**src/rtl/vga_timing_gen.sv**
```systemverilog
// Parametrised raster timing generator with a LEAD-tick lookahead request stage.
// Optional free-running frame counter is built when VGA_FRAME_CNT_EN is defined.
module vga_timing_gen #(
  parameter int H_SYNC   = 96,
  parameter int H_BP     = 48,
  parameter int H_ACTIVE = 640,
  parameter int H_FP     = 16,
  parameter int V_SYNC   = 2,
  parameter int V_BP     = 33,
  parameter int V_ACTIVE = 480,
  parameter int V_FP     = 10,
  parameter bit HS_POL   = 1'b0,
  parameter bit VS_POL   = 1'b0,
  parameter int LEAD     = 1,
  parameter int CW       = 12
) (
  input  logic          vga_clk,
  input  logic          rst,
  input  logic          pix_en,
  output logic          req,
  output logic [CW-1:0] req_x,
  output logic [CW-1:0] req_y,
  output logic          hsync,
  output logic          vsync,
  output logic          de,
  output logic [CW-1:0] x,
  output logic [CW-1:0] y,
  output logic          line_start,
  output logic          frame_start,
  output logic [15:0]   frame_cnt
);

  localparam int H_TOTAL = H_SYNC + H_BP + H_ACTIVE + H_FP;
  localparam int V_TOTAL = V_SYNC + V_BP + V_ACTIVE + V_FP;

  localparam logic [CW-1:0] H_LAST = CW'(H_TOTAL - 1);
  localparam logic [CW-1:0] V_LAST = CW'(V_TOTAL - 1);
  localparam logic [CW-1:0] HS_END = CW'(H_SYNC);
  localparam logic [CW-1:0] VS_END = CW'(V_SYNC);
  localparam logic [CW-1:0] HA0    = CW'(H_SYNC + H_BP);
  localparam logic [CW-1:0] VA0    = CW'(V_SYNC + V_BP);
  localparam logic [CW-1:0] HA_END = CW'(H_SYNC + H_BP + H_ACTIVE);
  localparam logic [CW-1:0] VA_END = CW'(V_SYNC + V_BP + V_ACTIVE);

  // Everything that must stay aligned with the pixel travels as one bundle.
  typedef struct packed {
    logic          act;
    logic [CW-1:0] px;
    logic [CW-1:0] py;
    logic          hs;
    logic          vs;
    logic          ls;
    logic          fs;
  } stage_t;

  logic [CW-1:0] h_cnt;
  logic [CW-1:0] v_cnt;
  stage_t        dec;
  stage_t        rq;
  stage_t        tail;

  always_ff @(posedge vga_clk) begin
    // NOTE: sequential state uses non-blocking assignments so every register samples pre-edge values.
    if (rst) begin
      h_cnt <= '0;
      v_cnt <= '0;
    end else if (pix_en) begin
      if (h_cnt == H_LAST) begin
        h_cnt <= '0;
        v_cnt <= (v_cnt == V_LAST) ? '0 : v_cnt + CW'(1);
      end else begin
        h_cnt <= h_cnt + CW'(1);
      end
    end
  end

  always_comb begin
    // NOTE: default every field first so no path through this block can infer a latch.
    dec    = '0;
    dec.hs = (h_cnt < HS_END);
    dec.vs = (v_cnt < VS_END);
    dec.ls = (h_cnt == '0);
    dec.fs = (h_cnt == '0) && (v_cnt == '0);
    if ((h_cnt >= HA0) && (h_cnt < HA_END) && (v_cnt >= VA0) && (v_cnt < VA_END)) begin
      dec.act = 1'b1;
      dec.px  = h_cnt - HA0;
      dec.py  = v_cnt - VA0;
    end
  end

  always_ff @(posedge vga_clk) begin
    if (rst) begin
      rq <= '0;
    end else if (pix_en) begin
      rq <= dec;
    end
  end

  generate
    if (LEAD == 0) begin : g_no_lead
      assign tail = rq;
    end else begin : g_lead
      stage_t pipe [LEAD];

      always_ff @(posedge vga_clk) begin
        // NOTE: this small array is reset because its tail drives the pins directly.
        if (rst) begin
          for (int i = 0; i < LEAD; i++) pipe[i] <= '0;
        end else if (pix_en) begin
          pipe[0] <= rq;
          for (int i = 1; i < LEAD; i++) pipe[i] <= pipe[i-1];
        end
      end

      assign tail = pipe[LEAD-1];
    end
  endgenerate

  assign req         = rq.act;
  assign req_x       = rq.px;
  assign req_y       = rq.py;
  assign de          = tail.act;
  assign x           = tail.px;
  assign y           = tail.py;
  assign hsync       = ~(tail.hs ^ HS_POL);
  assign vsync       = ~(tail.vs ^ VS_POL);
  // Pulses are qualified so a stalled pixel clock never sees a repeated strobe.
  assign line_start  = tail.ls & pix_en;
  assign frame_start = tail.fs & pix_en;

`ifdef VGA_FRAME_CNT_EN
  logic [15:0] frame_q;

  always_ff @(posedge vga_clk) begin
    if (rst) begin
      frame_q <= '0;
    end else if (frame_start) begin
      frame_q <= frame_q + 16'd1;
    end
  end

  assign frame_cnt = frame_q;
`else
  assign frame_cnt = 16'd0;
`endif

endmodule

```
**config.mk**
```make
export PLATFORM = sky130hd
export DESIGN_NAME = vga_timing_gen
export DESIGN_NICKNAME = d
export VERILOG_FILES = /design/src/rtl/vga_timing_gen.sv
export SDC_FILE = /design/constraint.sdc
export NUM_CORES = 1
export LEC_CHECK = 0
export ABC_AREA = 0
export BUFFER_PORTS_ARGS = -buffer_cell sky130_fd_sc_hd__buf_2
export CAP_MARGIN = 20
export CELL_PAD_IN_SITES_DETAIL_PLACEMENT = 0
export CELL_PAD_IN_SITES_GLOBAL_PLACEMENT = 1
export CORE_UTILIZATION = 46
export CTS_CLUSTER_DIAMETER = 120
export DETAILED_ROUTE_END_ITERATION = 10
export PLACE_DENSITY_LB_ADDON = 0.1
export SYNTH_ARGS = -nofsm -noshare
export SYNTH_HDL_FRONTEND = slang
export SYNTH_SLANG_ARGS = --single-unit
```
**constraint.sdc**
```tcl
create_clock -name vga_clk -period 3.1 [get_ports vga_clk]
set_clock_uncertainty 0.05 [all_clocks]
set_input_delay 0.31 -clock vga_clk [delete_from_list [all_inputs] [get_ports vga_clk]]
set_output_delay 0.31 -clock vga_clk [all_outputs]
set_load 0.005 [all_outputs]
```
==> impl_metrics.json, run 1 <==
{
  "finish.net_count": 445,
  "synth-edff-count": 29,
  "violations": "design-rule violations",
  "insertion_delay_ps": 340,
  "met2WireLength_um": 3170,
  "drtIter0Drc": 116,
  "yosysTopAreaCellShare": 0.251,
  "instances_no_fill": 546,
  "detailroute.wirelength.met3_um": 300,
  "mappedNetlistArea_um2": 4230,
  "cts-root-buf": "clkbuf_8",
  "placement.cell_area_um2": 4110,
  "r2r_end": "req_x[7]",
  "cts_resized": 0,
  "netlist_instances": 439,
  "status": "finished, violations left",
  "antenna-diode-count": 0,
  "tightest_slew_ps": 953,
  "flow.area_growth_from_synthesis_pct": 2.75,
  "floorplan.die.width_um": 97.9,
  "final_period_minus_worst_setup_slack_ps": 2360,
  "worst-setup-path-type": "flop to flop",
  "hold_wc_startpoint": "rst",
  "ys_seq_elements": 82,
  "pin_count": 73,
  "final-hold-violation-count": 0,
  "grt_setup_unrepaired": "no",
  "critical_path.endpoint_type": "flop",
  "vias": 2755,
  "uppermost_signal_routing_layer_after_detailed_routing": "met4",
  "yosysSeqAreaShare": 0.456,
  "dp_cells": 531,
  "cp.arrival_ps": 2550,
  "setup_violating_endpoint_count_in_the_final_report": 0,
  "max_stage_delay_ps": 680,
  "cts-root-to-sink-buffers": 2,
  "power.density_nw_per_um2": 497,
  "layout.core_utilization": 0.494,
  "synth_flop_cell": "dfxtp_1",
  "drive_gt1_frac": 0.192,
  "leakage_nw": 1.79,
  "holdBufCountCts": 0,
  "placementRows": 34,
  "crit_path_max_fanout": 24,
  "synth_cell_types": 52,
  "synth_area_leader_cell": "dfxtp_1",
  "port_buffers": 56,
  "worst_path_required_ps": 3290,
  "track_usage": 0.168,
  "fillCellCount": 837,
  "ctsHtreeMaxLevel": 3,
  "cp_startpoint_kind": "flop",
  "timing.fmax_ghz": 0.424,
  "max_cap_viol": 0,
  "finalCritPeriodShare": 0.760,
  "pre_cts_ws_ps": 740,
  "cts.sink_count": 82,
  "grt_antenna_before_repair": 0,
  "dr.pass1.iters": 7,
  "wl_per_cell_um": 14.1,
  "antenna_left": 0,
  "gp_congestion": 0.787,
  "ys_top_cells_by_count": "buf_4, dfxtp_1, nand2_1, and2_1, edfxtp_1",
  "setup_tns_ps": 0,
  "place.detailed.hpwl_um": 5530,
  "total_power_mw": 2.16,
  "tritoncts": "built",
  "min_path_cells": 2,
  "min_path_type": "primary input to flop",
  "number_of_warnings_reported_in_the_yosys_synthesis_log": 0,
  "cp_slowest_cell": "a221o_1",
  "synth.top_cells.by_area": "dfxtp_1, edfxtp_1, buf_4, and2_1, nand2_1",
  "max_slew_headroom": 0.364,
  "total_gr_overflow": 0,
  "clk_transition_reported_paths_ps": 80,
  "hold_endpoint": "h_cnt[0]",
  "postRouteWirelength_um": 7700,
  "initial_core_util": 0.481,
  "fin_hold_ws_ps": 254,
  "wl_met1_um": 4140,
  "number_of_global_route_vias_before_repair": 2559,
  "detail_route.drc_violations": 9,
  "final_critical_path_setup_slack_ps": 743,
  "core_area_um2": 8810,
  "r2r_start": "h_cnt[5]",
  "pin_count_of_the_biggest_net_entering_global_routing": 31,
  "postSynth.asyncResetShare": 0,
  "vdd.ir_drop.worst_v": 0.000256,
  "wire_length_of_the_first_global_routing_pass_um": 13100,
  "dieHeight_um": 97.9,
  "synth_area_per_cell_um2": 9.64,
  "rr_worst_depth": 6,
  "cts_made_buffers": 9,
  "die_area_um2": 9590,
  "reg2reg_slack_ps": 740,
  "worstPathCellList": "inv_1 > ha_1 > nand2b_1 > a21boi_0 > a221o_1 > o41ai_1",
  "pins_over_their_slew_limit": 0,
  "drt-vias-per-instance": 5.05,
  "layout.cell_area.non_filler_um2": 4350,
  "yosys.cell_count.top_type": "buf_4",
  "post-cts-setup-buffer-count": 0
}
## critical path, delay by kind of cell (launching register included)
kind | cells | cell delay [ps]
compound gates | 3 | 1270
fa+ha+maj | 1 | 230
buf+inv | 1 | 130
flops | 1 | 480
simple gates | 1 | 100
## registers in the layout (all words and copies together), names as in the netlist
name         count
g_lead.pipe     29
h_cnt           12
req_x           12
req_y           12
v_cnt           12
rq               4
req              1
## layout make-up
cell class / count / area, µm² / area share
Clock buffer: 9 / 124 / 0.0285
Clock inverter: 6 / 115 / 0.0265
Inverter: 15 / 56.3 / 0.0129
Multi-Input combinational cell: 266 / 1680 / 0.386
Sequential cell: 82 / 1930 / 0.444
Tap cell: 108 / 135 / 0.0311
Timing Repair Buffer: 60 / 310 / 0.0713
## worst max path at each step
stage                     startpoint                 to  slack (ps)  cells past startpoint
after global placement      h_cnt[4]           req_x[7]         850                      6
after global routing        h_cnt[4]           req_x[7]         550                      6
after detailed placement    h_cnt[4]           req_x[7]         740                      6
final                       h_cnt[5]           req_x[7]         740                      6
after CTS                   h_cnt[4]           req_x[7]         730                      6
after floorplan               pix_en  g_lead.pipe[0][0]        1130                      5
## power breakdown
group	switching, mW	internal (mW)
combinational	0.0554	0.0330
sequential	0.0122	1.14
clock	0.388	0.535
total	0.455	1.71
## kinds of logic (layout without fill, tap and decap cells)
| kind of cell | Yosys count | count (layout) | share of synthesized area |
|---|---|---|---|
| and+or+nand+nor | 154 | 154 | 0.196 |
| adders and majority gates | 8 | 8 | 0.0236 |
| other | 1 | 16 | 0.000886 |
| muxes | 2 | 2 | 0.00473 |
| buffers and inverters | 106 | 90 | 0.161 |
| DFF | 82 | 82 | 0.456 |
| xor gates and xnor gates | 24 | 24 | 0.0497 |
| AOI/OAI and AO/OA | 62 | 62 | 0.107 |
## cells in the final DEF, fill, tap and decap left out, types with 5 or more instances in the layout
cell,instances
nand4_1,8
dfxtp_1,53
xnor2_1,18
xor2_1,6
a21oi_1,13
nand3_1,10
buf_2,56
o21ai_0,7
nor2_1,21
clkbuf_8,9
edfxtp_1,29
or3_1,5
conb_1,16
o31ai_1,21
inv_1,15
nand2_1,44
ha_1,8
and3_1,6
and2_1,37
## routing by layer
metal,GRT usage,vias to the layer above
li1,-,1413
met1,0.254,1263
met2,0.241,69
met3,0.0251,10
met4,0.0594,0
met5,0,-
Note: power is estimated with default switching activity, not from simulation.
==> run 2: changes to the inputs <==
--- a/config.mk
+++ b/config.mk
@@ -10,7 +10,7 @@
 export CAP_MARGIN = 20
 export CELL_PAD_IN_SITES_DETAIL_PLACEMENT = 0
 export CELL_PAD_IN_SITES_GLOBAL_PLACEMENT = 1
-export CORE_UTILIZATION = 46
+export CORE_UTILIZATION = 39
 export CTS_CLUSTER_DIAMETER = 120
 export DETAILED_ROUTE_END_ITERATION = 10
 export PLACE_DENSITY_LB_ADDON = 0.1
==> constraint.sdc (replaced) <==
create_clock -name vga_clk -period 2.12 [get_ports vga_clk]
set_clock_uncertainty 0.05 [all_clocks]
set_input_delay 0.212 -clock vga_clk [delete_from_list [all_inputs] [get_ports vga_clk]]
set_output_delay 0.212 -clock vga_clk [all_outputs]
set_load 0.005 [all_outputs]
==> impl_metrics.json, run 2 (synthesis gave the netlist of run 1 again) <==
{
  "total_gr_overflow": 0,
  "final_critical_path_setup_slack_ps": 176,
  "postRouteWirelength_um": 8210,
  "placementRows": 37,
  "switchingPower_uw": 700,
  "insertion_delay_ps": 360,
  "final-hold-violation-count": 0,
  "tritoncts": "built",
  "footprint_of_the_multi_input_gates_um2": 1680,
  "pin_count_of_the_biggest_net_entering_global_routing": 30,
  "drtIter0Drc": 119,
  "layout.cells.most_common": "buf_2",
  "cts_made_buffers": 9,
  "cts-root-to-sink-buffers": 2,
  "cts_resized": 0,
  "detail_route.drc_violations": 0,
  "antenna-diode-count": 0,
  "place.detailed.hpwl_um": 6010,
  "grt_setup_unrepaired": "no",
  "cp_startpoint_kind": "flop",
  "setup_violating_endpoint_count_in_the_final_report": 0,
  "die_area_um2": 11300,
  "max_flop_register": "g_lead.pipe",
  "dieHeight_um": 106,
  "grt_antenna_before_repair": 0,
  "ctsHtreeMaxLevel": 3,
  "timing.fmax_ghz": 0.514,
  "wire_length_of_the_first_global_routing_pass_um": 13500,
  "wl_per_cell_um": 13.8,
  "layout_common_cells": "buf_2, dfxtp_1, nand2_1, and2_1, edfxtp_1",
  "cts.sink_count": 82,
  "setup_tns_ps": 0,
  "seq_power_share": 0.589,
  "critical_path.endpoint_type": "flop",
  "finish.net_count": 466,
  "status": "completed",
  "fillCellCount": 1047,
  "pins_over_their_slew_limit": 0,
  "finalCritPeriodShare": 0.917,
  "power_frac_clock": 0.362,
  "p_comb_frac": 0.050,
  "cp.arrival_ps": 2160,
  "cell_internal_pwr_mw": 2.15,
  "dr.pass1.iters": 4,
  "vdd.ir_drop.worst_v": 0.000252,
  "track_usage": 0.155,
  "layout.area.seq_um2": 1930,
  "worst-setup-path-type": "flop to flop",
  "worst_path_required_ps": 2340,
  "holdBufCountCts": 0,
  "fin_hold_ws_ps": 193,
  "pin_count": 73,
  "port_buffers": 56,
  "flip_flop_count_of_the_largest_register_all_copies_and_words_added": 29,
  "flow.area_growth_from_synthesis_pct": 6.15,
  "placement.cell_area_um2": 4320,
  "final_period_minus_worst_setup_slack_ps": 1940,
  "max_cap_viol": 0,
  "floorplan.die.width_um": 106,
  "pre_cts_ws_ps": 178,
  "antenna_left": 0,
  "layout.cell_area.non_filler_um2": 4490,
  "initial_core_util": 0.406,
  "clk_transition_reported_paths_ps": 90,
  "leakage_nw": 1.87,
  "drive_gt1_frac": 0.230,
  "number_of_global_route_vias_before_repair": 2645,
  "vias": 2845,
  "power.switching_fraction": 0.246,
  "power.density_nw_per_um2": 634,
  "drt-vias-per-instance": 4.77,
  "min_path_type": "primary input to flop",
  "gp_congestion": 0.756,
  "crit_path_max_fanout": 17,
  "post-cts-setup-buffer-count": 0,
  "core_area_um2": 10400,
  "cts-root-buf": "clkbuf_8"
}
-- run 2: area by class of cell --
class                   instances  area share
inverters                      15      0.0125
repair buffers                 81       0.107
multi-input cells             266       0.373
clock buffers                   9      0.0276
well taps                     136      0.0379
clock inverters                 7      0.0117
flip-flops and latches         82       0.430
-- run 2: power by group through the flow --
stage	logic [mW]	clock network [mW]	registers [mW]
final	0.141	1.03	1.68
after floorplan	0.139	0	1.71
after detailed placement	0.144	0	1.72
after global placement	0.143	0	1.71
after global routing	0.162	1.15	1.68
after CTS	0.144	1.08	1.68
-- run 2: critical path: stages (launching register included) --
cell     delay, ps
dfxtp_1        330
inv_1          130
ha_1           150
nor3b_1        280
nand3_1        110
a221o_1        370
buf_4          210
o31ai_1        230
-- run 2: final timing paths --
| path | start | to | slack, ps | cells after the start |
|---|---|---|---|---|
| setup / recovery | h_cnt[0] | req_x[11] | 180 | 7 |
| setup reg to reg | h_cnt[0] | req_x[11] | 180 | 7 |
| hold / removal | rst | v_cnt[5] | 190 | 3 |
| hold reg to reg | rq[1] | rq[1] | 400 | 1 |
-- run 2: stage by stage --
stage               utilization  total power, mW  cells
floorplan                     -             1.85    454
global placement          0.414             1.86    580
detailed placement        0.414             1.86    580
CTS                       0.431             2.90    596
global route              0.431             3.00    596
finish                    0.431             2.85    596
-- run 2: per-layer routing --
layer	part of all wire	vias to the layer above	track usage
met1	0.52	1308	0.227
met2	0.43	71	0.221
met3	0.041	10	0.0405
met5	0	-	0
met4	0.013	0	0.0476
li1	-	1456	-
==> run 3: changes to the inputs <==
--- a/config.mk
+++ b/config.mk
@@ -10,10 +10,12 @@
 export CAP_MARGIN = 20
 export CELL_PAD_IN_SITES_DETAIL_PLACEMENT = 0
 export CELL_PAD_IN_SITES_GLOBAL_PLACEMENT = 1
+export CORE_MARGIN = 1
 export CORE_UTILIZATION = 39
 export CTS_CLUSTER_DIAMETER = 120
 export DETAILED_ROUTE_END_ITERATION = 10
 export PLACE_DENSITY_LB_ADDON = 0.1
+export RECOVER_POWER = 50
 export SYNTH_ARGS = -nofsm -noshare
 export SYNTH_HDL_FRONTEND = slang
 export SYNTH_SLANG_ARGS = --single-unit
==> impl_metrics.json, run 3 (synthesis gave the netlist of run 1 again) <==
{
  "postRouteWirelength_um": 8220,
  "worstPathCellList": "inv_1 > ha_1 > nor3b_1 > nand3_1 > a221o_1 > buf_4 > o31ai_1",
  "leakage_nw": 1.81,
  "placementRows": 37,
  "cp.arrival_ps": 2170,
  "dieHeight_um": 106,
  "pin_count": 73,
  "drive_gt1_frac": 0.207,
  "tritoncts": "built",
  "total_gr_overflow": 0,
  "core_area_um2": 10400,
  "instances_no_fill": 596,
  "wire_length_of_the_first_global_routing_pass_um": 13500,
  "initial_core_util": 0.406,
  "rr_worst_depth": 7,
  "dr.pass1.iters": 4,
  "status": "completed",
  "final_period_minus_worst_setup_slack_ps": 1940,
  "vdd.ir_drop.worst_v": 0.000253,
  "final-hold-violation-count": 0,
  "pins_over_their_slew_limit": 0,
  "worst_path_required_ps": 2350,
  "post-cts-setup-buffer-count": 0,
  "r2r_start": "h_cnt[0]",
  "flip_flop_count_of_the_largest_register_all_copies_and_words_added": 29,
  "die_area_um2": 11300,
  "layout_common_cells": "dfxtp_1, buf_2, nand2_1, edfxtp_1, nor2_1",
  "port_buffers": 56,
  "flow.area_growth_from_synthesis_pct": 5.50,
  "setup_tns_ps": 0,
  "vias": 2818,
  "floorplan.die.width_um": 106,
  "insertion_delay_ps": 350,
  "layout.cell_area.non_filler_um2": 4470,
  "cts.sink_count": 82,
  "critical_path_depth": 7,
  "power.density_nw_per_um2": 638,
  "layout.cells.most_common": "dfxtp_1",
  "cp_startpoint_kind": "flop",
  "critical_path.endpoint": "req_y[6]",
  "max_flop_register": "g_lead.pipe",
  "path_buf_inv": 2,
  "tightest_slew_ps": 1180,
  "critical_path.endpoint_type": "flop",
  "cts_made_buffers": 9,
  "cts-root-to-sink-buffers": 2,
  "place.detailed.hpwl_um": 6010,
  "finish.net_count": 466,
  "worst-setup-path-type": "flop to flop",
  "grt_antenna_before_repair": 0,
  "gp_congestion": 0.756,
  "number_of_global_route_vias_before_repair": 2645,
  "setup_violating_endpoint_count_in_the_final_report": 0,
  "max_cap_viol": 0,
  "cp_slowest_cell": "a221o_1",
  "grt_setup_unrepaired": "no",
  "detail_route.drc_violations": 0,
  "cpLargestDelayFamily": "compound AO/OA/AOI/OAI gates",
  "ctsHtreeMaxLevel": 3,
  "track_usage": 0.155,
  "dp_cells": 580,
  "timing.fmax_ghz": 0.515,
  "crit_path_max_fanout": 17,
  "drt-vias-per-instance": 4.73,
  "max_slew_headroom": 0.216,
  "drtIter0Drc": 124,
  "wl_per_cell_um": 13.8,
  "finalCritPeriodShare": 0.915,
  "placement.cell_area_um2": 4320,
  "pin_count_of_the_biggest_net_entering_global_routing": 30,
  "r2r_end": "req_y[6]",
  "cts-root-buf": "clkbuf_8",
  "clk_transition_reported_paths_ps": 90,
  "antenna-diode-count": 0,
  "critPathLaunch": "h_cnt[0]",
  "reg2reg_slack_ps": 180,
  "min_path_type": "primary input to flop",
  "antenna_left": 0,
  "max_stage_delay_ps": 370
}
==> run 3: cell types whose count changed in the layout (fill, tap and decap cells not counted) <==
cell      change
and2_0       +19
and2_1       -19
clkbuf_1     +10
buf_2         -6
buf_4         -5
clkbuf_2      +1
nor2_1        +1
nor2_2        -1
==> run 3: worst min-delay path by stage <==
stage                     start       end  cells after the start
after floorplan           rq[1]     rq[1]                      1
after global placement    rq[1]     rq[1]                      1
after detailed placement  rq[1]     rq[1]                      1
after CTS                   rst  v_cnt[5]                      3
after global routing        rst  h_cnt[1]                      3
final                       rst  v_cnt[5]                      3
==> run 3: area by class of cell <==
class	instances	area, µm²
clock buffers	9	124
clock inverters	7	52.6
fillers	1053	5950
inverters	15	56.3
multi-input cells	266	1670
flip-flops and latches	82	1930
well taps	136	170
repair buffers	81	455
==> run 3: timing repair <==
item,in CTS,in global routing
hold buffers,0,0
setup endpoints to repair,0,2
resized for setup,0,1
==> run 3: where the power goes <==
| part | switching, mW | internal [mW] |
|---|---|---|
| Combinational | 0.0859 | 0.0499 |
| Sequential | 0.0148 | 1.66 |
| Clock | 0.605 | 0.431 |
| Total | 0.705 | 2.15 |
==> run 3: stage by stage <==
step,hold slack (ps),power [mW],setup slack (ps),utilization
floorplan,368,1.85,247,-
global placement,376,1.86,213,0.414
detailed placement,383,1.86,178,0.414
CTS,202,2.90,159,0.431
global route,207,2.99,16.4,0.429
finish,188,2.85,179,0.429
==> run 3: per-layer routing <==
metal  wire (µm)  GRT usage
met1        4340      0.227
met2        3490      0.221
met3         303     0.0405
met4          85     0.0476
met5           0          0
==> run 3: tightest hold or removal path: stages <==
cell and delay (ps):
buf_2 100, buf_4 190, a21oi_1 50
